**src/rtl/seq_divider_axis.sv**
```systemverilog
// Signed fixed-point divider R = trunc(N * 2^F / D), one restoring step per clock.
// Operands arrive on two independent AXI-stream channels; the result is a one-cycle pulse.
//
// state  | meaning
// S_IDLE | collecting operands, both tready gated by have flags
// S_CALC | restoring division, one quotient bit per cycle
// S_SIGN | apply sign, saturation and divide-by-zero rules
// S_OUT  | load the output registers; tvalid pulses on the following cycle
module seq_divider_axis #(
   parameter int DIVIDEND_TDATA_WIDTH = 32,
   parameter int DIVISOR_TDATA_WIDTH  = 32,
   parameter int DIVOUT_F_WIDTH       = 16,
   parameter int DIVOUT_TDATA_WIDTH   = DIVIDEND_TDATA_WIDTH + DIVOUT_F_WIDTH
) (
   input  logic                            clk,
   input  logic                            rst,
   input  logic [DIVIDEND_TDATA_WIDTH-1:0] s_axis_dividend_tdata,
   input  logic                            s_axis_dividend_tvalid,
   output logic                            s_axis_dividend_tready,
   input  logic [DIVISOR_TDATA_WIDTH-1:0]  s_axis_divisor_tdata,
   input  logic                            s_axis_divisor_tvalid,
   output logic                            s_axis_divisor_tready,
   output logic [DIVOUT_TDATA_WIDTH-1:0]   m_axis_dout_tdata,
   output logic                            m_axis_dout_tuser,
   output logic                            m_axis_dout_tvalid,
   output logic                            busy
);
   localparam int NW = DIVIDEND_TDATA_WIDTH;
   localparam int DW = DIVISOR_TDATA_WIDTH;
   localparam int QW = DIVOUT_TDATA_WIDTH;
   localparam int RW = DW + 1;
   localparam int CW = $clog2(QW);
   localparam logic [QW-1:0] Q_MAX = {1'b0, {(QW-1){1'b1}}};
   localparam logic [QW-1:0] Q_MIN = {1'b1, {(QW-1){1'b0}}};
   localparam logic [CW-1:0] CNT_LOAD = CW'(QW - 1);

   typedef enum logic [1:0] {S_IDLE, S_CALC, S_SIGN, S_OUT} state_t;

   state_t          state, state_nxt;
   logic            have_n, have_d;
   logic [NW-1:0]   n_q;
   logic [DW-1:0]   d_q;
   logic [RW-1:0]   d_mag_q;
   logic [QW-1:0]   num_q;
   logic [RW-1:0]   rem_q;
   logic [QW-1:0]   quot_q;
   logic [CW-1:0]   cnt_q;
   logic            sign_q, n_neg_q, dz_q;
   logic [QW-1:0]   res_q;
   logic            res_dz_q;

   logic            n_fire, d_fire, start;
   logic [NW-1:0]   n_op;
   logic [DW-1:0]   d_op;
   logic [NW:0]     n_ext, n_mag;
   logic [DW:0]     d_ext, d_mag;
   logic [RW:0]     rem_sh;
   logic            rem_ge;
   logic [RW-1:0]   rem_nxt;
   logic [QW-1:0]   res_nxt;

   assign s_axis_dividend_tready = (state == S_IDLE) & ~have_n;
   assign s_axis_divisor_tready  = (state == S_IDLE) & ~have_d;
   assign busy                   = (state != S_IDLE) | m_axis_dout_tvalid;

   assign n_fire = s_axis_dividend_tvalid & s_axis_dividend_tready;
   assign d_fire = s_axis_divisor_tvalid & s_axis_divisor_tready;
   assign start  = (state == S_IDLE) & (have_n | n_fire) & (have_d | d_fire);

   // An operand completing on the same edge is taken straight from the bus
   assign n_op  = have_n ? n_q : s_axis_dividend_tdata;
   assign d_op  = have_d ? d_q : s_axis_divisor_tdata;
   assign n_ext = {n_op[NW-1], n_op};
   assign d_ext = {d_op[DW-1], d_op};
   assign n_mag = n_ext[NW] ? -n_ext : n_ext;
   assign d_mag = d_ext[DW] ? -d_ext : d_ext;

   assign rem_sh = {rem_q, num_q[QW-1]};
   assign rem_ge = rem_sh >= {1'b0, d_mag_q};

   always_comb begin
      rem_nxt = rem_sh[RW-1:0];
      if (rem_ge) begin
         rem_nxt = RW'(rem_sh - {1'b0, d_mag_q});
      end
   end

   always_comb begin
      res_nxt = sign_q ? -quot_q : quot_q;
      if (dz_q) begin
         res_nxt = n_neg_q ? Q_MIN : Q_MAX;
      end else if (!sign_q && (quot_q == Q_MIN)) begin
         res_nxt = Q_MAX;
      end
   end

   always_ff @(posedge clk) begin
      if (rst) begin
         state <= S_IDLE;
      end else begin
         state <= state_nxt;
      end
   end

   always_comb begin
      state_nxt = state;
      case (state)
         S_IDLE: if (start) state_nxt = S_CALC;
         S_CALC: if (cnt_q == '0) state_nxt = S_SIGN;
         S_SIGN: state_nxt = S_OUT;
         S_OUT:  state_nxt = S_IDLE;
         default: state_nxt = S_IDLE;
      endcase
   end

   always_ff @(posedge clk) begin
      if (rst) begin
         have_n             <= 1'b0;
         have_d             <= 1'b0;
         n_q                <= '0;
         d_q                <= '0;
         d_mag_q            <= '0;
         num_q              <= '0;
         rem_q              <= '0;
         quot_q             <= '0;
         cnt_q              <= '0;
         sign_q             <= 1'b0;
         n_neg_q            <= 1'b0;
         dz_q               <= 1'b0;
         res_q              <= '0;
         res_dz_q           <= 1'b0;
         m_axis_dout_tdata  <= '0;
         m_axis_dout_tuser  <= 1'b0;
         m_axis_dout_tvalid <= 1'b0;
      end else begin
         if (start) begin
            have_n  <= 1'b0;
            have_d  <= 1'b0;
            num_q   <= QW'({n_mag, {DIVOUT_F_WIDTH{1'b0}}});
            d_mag_q <= d_mag;
            rem_q   <= '0;
            quot_q  <= '0;
            cnt_q   <= CNT_LOAD;
            sign_q  <= n_op[NW-1] ^ d_op[DW-1];
            n_neg_q <= n_op[NW-1];
            dz_q    <= (d_op == '0);
         end else begin
            if (n_fire) begin
               n_q    <= s_axis_dividend_tdata;
               have_n <= 1'b1;
            end
            if (d_fire) begin
               d_q    <= s_axis_divisor_tdata;
               have_d <= 1'b1;
            end
         end

         if (state == S_CALC) begin
            rem_q  <= rem_nxt;
            num_q  <= {num_q[QW-2:0], 1'b0};
            quot_q <= {quot_q[QW-2:0], rem_ge};
            cnt_q  <= cnt_q - 1'b1;
         end

         if (state == S_SIGN) begin
            res_q    <= res_nxt;
            res_dz_q <= dz_q;
         end

         m_axis_dout_tvalid <= (state == S_OUT);
         if (state == S_OUT) begin
            m_axis_dout_tdata <= res_q;
            m_axis_dout_tuser <= res_dz_q;
         end
      end
   end
endmodule

```
**config.mk**
```make
export PLATFORM = sky130hd
export DESIGN_NAME = seq_divider_axis
export DESIGN_NICKNAME = d
export VERILOG_FILES = /design/src/rtl/seq_divider_axis.sv
export SDC_FILE = /design/constraint.sdc
export NUM_CORES = 1
export LEC_CHECK = 0
export ABC_AREA = 1
export CORE_MARGIN = 5
export CORE_UTILIZATION = 25
export CTS_CLUSTER_DIAMETER = 100
export DETAILED_ROUTE_END_ITERATION = 16
export PLACE_DENSITY_LB_ADDON = 0.08
export SLEW_MARGIN = 40
export SYNTH_ARGS = -nofsm -noshare
export SYNTH_HDL_FRONTEND = slang
export SYNTH_SLANG_ARGS = --single-unit
```
**constraint.sdc**
```tcl
create_clock -name clk -period 2.5 [get_ports clk]
set_clock_uncertainty 0.15 [all_clocks]
set_input_delay 0.75 -clock clk [delete_from_list [all_inputs] [get_ports clk]]
set_output_delay 0.75 -clock clk [all_outputs]
set_load 0.01 [all_outputs]
```
# Word-level counts from Yosys, hierarchy flattened
# Cells that the tools add are included.
[op_classes]
add_sub_neg = 5
order_cmp = 1
eq_ne = 6
n_mux = 20
bitwise_logic = 13
n_reduce_logical = 11
[ops]
columns = ["cell", "count"]
rows = [
  ["2-to-1 mux 48 bit", 8],
  ["2-to-1 mux 33 bit", 4],
  ["2-to-1 mux 32 bit", 3],
  ["== test 48 bit, second input constant", 1],
  ["negator 48 bit", 1],
  ["greater-or-equal comparator 34 x 33 -> 1 bit", 1],
  ["negator 33 bit", 1],
  ["subtractor 33 bit", 1],
  ["logical NOT 32 bit", 1],
  ["negator 32 bit", 1],
  ["2-to-1 mux 6 bit", 2],
  ["case mux 2 bit (4 select lines)", 1],
  ["bitwise AND 1 bit", 6],
  ["logical NOT 6 bit", 1],
  ["AND reduction 2 bit", 3],
  ["subtractor 6 x 1 -> 6 bit, second input constant", 1],
  ["== test 2 bit, second input constant", 2],
  ["2-to-1 mux 2 bit", 2],
  ["!= test 2 bit, second input constant", 2],
  ["nonzero test 2 bit", 2],
  ["inverter 1 bit", 3],
  ["OR 1 bit", 3],
  ["== test 2 x 1 -> 1 bit, second input constant", 1],
  ["logical NOT 2 bit", 1],
  ["4 further kinds", 4],
]
[word_totals]
regBits = 337
in_bits = 68
elab_cells = 74

# Logic depth before layout (Yosys ltp)
[depth]
ltp_word = 8
mapped_depth = 17
depth_no_buf = 16

# Worst setup path after synthesis
# OpenSTA, ideal clock, no wires.
[synth_path]
path_type = "input -> register"
startpoint = "input port s_axis_divisor_tdata[0]"
endpoint = "register d_mag_q[26]"
t_arrival_ns = 2.051
t_required_ns = 2.241
path_slack_ns = 0.190
cell_stages = 12
cell_sequence = "or2_0 o21ai_2 ha_1 nand3_1 nor2_2 nand4_1 nand2_1 nand2_1 nand2_1 nand3_1 nand2_1 inv_1"
[synth_via]
elab_chain_cells = 3
[synth_lines]
columns = ["element", "line", "text"]
rows = [
  ["from (decl)", "20", "input logic [DIVISOR_TDATA_WIDTH-1:0] s_axis_divisor_tdata,"],
  ["2-to-1 mux 32 bit", "72", "assign d_op = have_d ? d_q : s_axis_divisor_tdata;"],
  ["negator 33 bit", "76", "assign d_mag = d_ext[DW] ? -d_ext : d_ext;"],
  ["2-to-1 mux 33 bit", "76", ""],
  ["to (signal assigned)", "140", "d_mag_q <= d_mag;"],
  ["to (decl)", "43", "logic [RW-1:0] d_mag_q;"],
]
# No other way between the ends.
# A chain may end at the register's enable or synchronous reset.

# Final worst setup path
[layout_path]
startpoint = "register state[0]"
endpoint = "output port busy"
[layout_via]
elab_chain_cells = 2
[layout_lines]
columns = ["element", "line", "text"]
rows = [
  ["from (decl)", "39", "state_t state, state_nxt;"],
  ["from (signal assigned)", "101", "state <= state_nxt;"],
  ["nonzero test 2 bit", "64", "assign busy = (state != S_IDLE) | m_axis_dout_tvalid;"],
  ["OR 1 bit", "64", ""],
  ["to (decl)", "26", "output logic busy"],
]
# No other way between the ends.

==> impl_metrics.toml <==
[sta]
period_share_pct = 104
finalSetupViolCount = 1
rsz0062_at_grt = "yes"
setup_slack_ns = -0.0960
report.final.slew_viol_count = 0
period_needed_ns = 2.60
timing.setup.tns_ns = -0.0960
finalHoldViolations = 0
worst_pin_slew_ns = 0.739
max_slew_margin_pct = 50.7
fmax_ghz = 0.385

[clocking]
clock-root-buffer = "clkbuf_16"
clkSinkCount = 322
clk_latency_ns = 0.58
clock_path_buffers = 3
cts_buffers = 43
cts_tree = "done"
cts_max_level = 2
path_clk_slew_ns = 0.06

[global_routing]
grt_usage_pct = 16.4
grt_max_degree = 87
antenna_found_initial = 2
first_global_vias = 20269
grt_first_pass_wirelength_microns = 114000
overflow = 0

[route]
via_per_inst = 4.51
num_vias = 20702
drtIter0Drc = 1074
routed_wl_microns = 72300
first_pass_iters = 5
wl_per_cell_microns = 15.7
route.detailed.drc = 0
drtAntennaViolNets = 0

[cells_and_area]
utilization_pct = 33.6
synthToLayoutAreaGrowth_pct = 33.8
nets = 3617
nFillCells = 8640
drive_gt1_share_pct = 16.4

[hold_path]
hold_path_class = "flop to flop"

[synthesis]
synth.top_cell.area_share_pct = 32.7
seq_area_frac_synth_pct = 32.7
yosys_register_bits = 322
synth.top_cells.by_count = "912 x nand2_1, 405 x inv_1, 324 x nor2_1, 322 x dfxtp_1, 257 x a21oi_1"
ys_top_cells_by_area = "dfxtp_1 33%, nand2_1 17%, inv_1 7.7%"
ys.warnings.count = 0
netlist_area_sq_mm = 0.0197
yosysTopAreaCell = "dfxtp_1"
synthArstFlopShare_pct = 0
synth.most_common_cell = "nand2_1"
synth_cell_type_count = 57
syn_avg_cell_area_sq_um = 6.20
synth_cells = 3181
synth_edf_count = 0
synthFlopType = "dfxtp_1"
synth_fp_nets = 3293

[floorplan]
rows = 103
core_area_sq_mm = 0.0786
die_h_microns = 291
start_util_pct = 25.1
die_x_microns = 291
pin_count = 121
die_area_sq_mm = 0.0847

[power]
leakagePower_nw = 12.1
ir_worst_vdd_mv = 1.53
powerDensity_mw_per_mm2 = 1610

[worst_setup_path]
arrival_ns = 1.70
path_buf_inv = 4
crit_path_cell_trace = "inv_2 > ha_4 > clkinvlp_4 > buf_12 > or2_4 > buf_6"
crit_family = "buffers and inverters"
critical_path_class = "flop to output pin"
end_kind = "output pin"
crit_slowest_cell = "dfxtp_2"
crit_fanout = 2
start_kind = "flop"
required_ns = 1.60
cpPeakStageDelay_ns = 0.32

[status]
violations = "setup timing"
outcome = "finished with violations"

[placed_design]
pre_cts_slack_ns = -0.447
post-dp-hpwl_microns = 52300
io_buffers = 120
place_congestion = 0.877

[run]
drv_cap = 0
-- cell usage in the layout (no fill, tap or decap), types with 10 or more instances in the layout --
| cell | instances |
|---|---|
| nand2_1 | 888 |
| inv_1 | 391 |
| nor2_1 | 313 |
| dfxtp_1 | 313 |
| buf_4 | 266 |
| a21oi_1 | 252 |
| o21ai_0 | 251 |
| nand3_1 | 184 |
| clkdlybuf4s50_1 | 116 |
| clkbuf_16 | 47 |
| nand2_2 | 44 |
| nand4_1 | 35 |
| o21ai_1 | 32 |
| xor2_1 | 30 |
| nand3b_1 | 30 |
| buf_12 | 26 |
| ha_4 | 25 |
| xnor2_1 | 23 |
| nor2_2 | 21 |
| inv_2 | 20 |
| o22ai_1 | 20 |
| nor2_4 | 16 |
| ha_1 | 16 |
| a31oi_1 | 15 |
| o21ai_2 | 13 |
| clkinv_2 | 12 |
| clkbuf_8 | 10 |
-- final timing paths --
check	startpoint	endpoint	slack [ns]	depth (start not counted)
max	state[0]	busy	-0.1	6
min	n_q[19]	n_q[19]	0.30	2
max reg2reg	state[0]	num_q[35]	0.15	15
min reg2reg	n_q[19]	n_q[19]	0.30	2
-- per-layer routing --
| metal | global-route usage (%) | vias to the layer above | routed length (microns) |
|---|---|---|---|
| met5 | 0 | - | 12 |
| met4 | 3.34 | 2 | 1480 |
| met3 | 2.32 | 82 | 2900 |
| met2 | 27.0 | 327 | 32600 |
| met1 | 23.2 | 9507 | 35300 |
| li1 | - | 10784 | - |
-- through the flow --
step	instances	total power [mW]	area [sq um]	hold WS, ns
6_report	4591	42.5	26400	0.297
5_1_grt	4589	46.4	26400	0.315
4_1_cts	4580	40.6	25800	0.298
2_1_floorplan	3181	23.0	19700	0.272
3_5_place_dp	4487	32.0	24000	0.289
3_3_place_gp	4487	32.0	24000	0.283
-- logic make-up after synthesis --
logic type / count (synthesis) / share of synthesized area [%]
AND/OR/NAND/NOR: 1578 / 33.7
AO/OA/AOI/OAI: 613 / 16.5
flip-flops: 322 / 32.7
buffers and inverters: 570 / 11.8
adder cells (fa/ha/maj): 44 / 2.83
XOR/XNOR: 54 / 2.40
-- sequential cells by signal (all words and copies together) (netlist names) --
name	flops
m_axis_dout_tdata	48
quot_q	48
res_q	48
d_mag_q	33
rem_q	33
d_q	32
n_q	32
num_q	32
cnt_q	6
state	2
dz_q	1
have_d	1
have_n	1
m_axis_dout_tuser	1
m_axis_dout_tvalid	1
n_neg_q	1
res_dz_q	1
sign_q	1
-- what timing repair did --
action / in CTS / in global routing
resized for setup: 51 / 91
endpoints found under the hold margin: 0 / 0
buffers inserted: 8 / 5
cloned: 6 / 5
setup endpoints to repair: 54 / 212
pin swaps: 4 / 13
hold buffers: 0 / 0
-- cell type report --
cell class / count / area (sq um) / area share [%]
flip-flops and latches: 322 / 6460 / 24.5
multi-input cells: 2289 / 11500 / 43.6
well taps: 1050 / 1310 / 4.98
diodes: 2 / 5.00 / 0.0190
repair buffers: 428 / 4060 / 15.4
clock buffers: 59 / 1240 / 4.68
repair inverters: 1 / 8.76 / 0.0332
clock inverters: 20 / 208 / 0.787
inverters: 420 / 1600 / 6.08
-- power breakdown --
part	internal (mW)	leakage, nW	switching [mW]
Sequential	6.37	2.62	0.746
Clock	3.79	0.715	2.57
Combinational	11.8	8.73	17.2
Total	22.0	12.1	20.5
-- worst reg2reg max path: cells and delay by family (launching register included) --
family,cells,cell delay (ns)
buffers and inverters,7,0.82
adder cells (fa/ha/maj),1,0.15
AO/OA/AOI/OAI,2,0.22
flip-flops,1,0.32
AND/OR/NAND/NOR,5,0.59
Power figures use the tool's default switching activity.
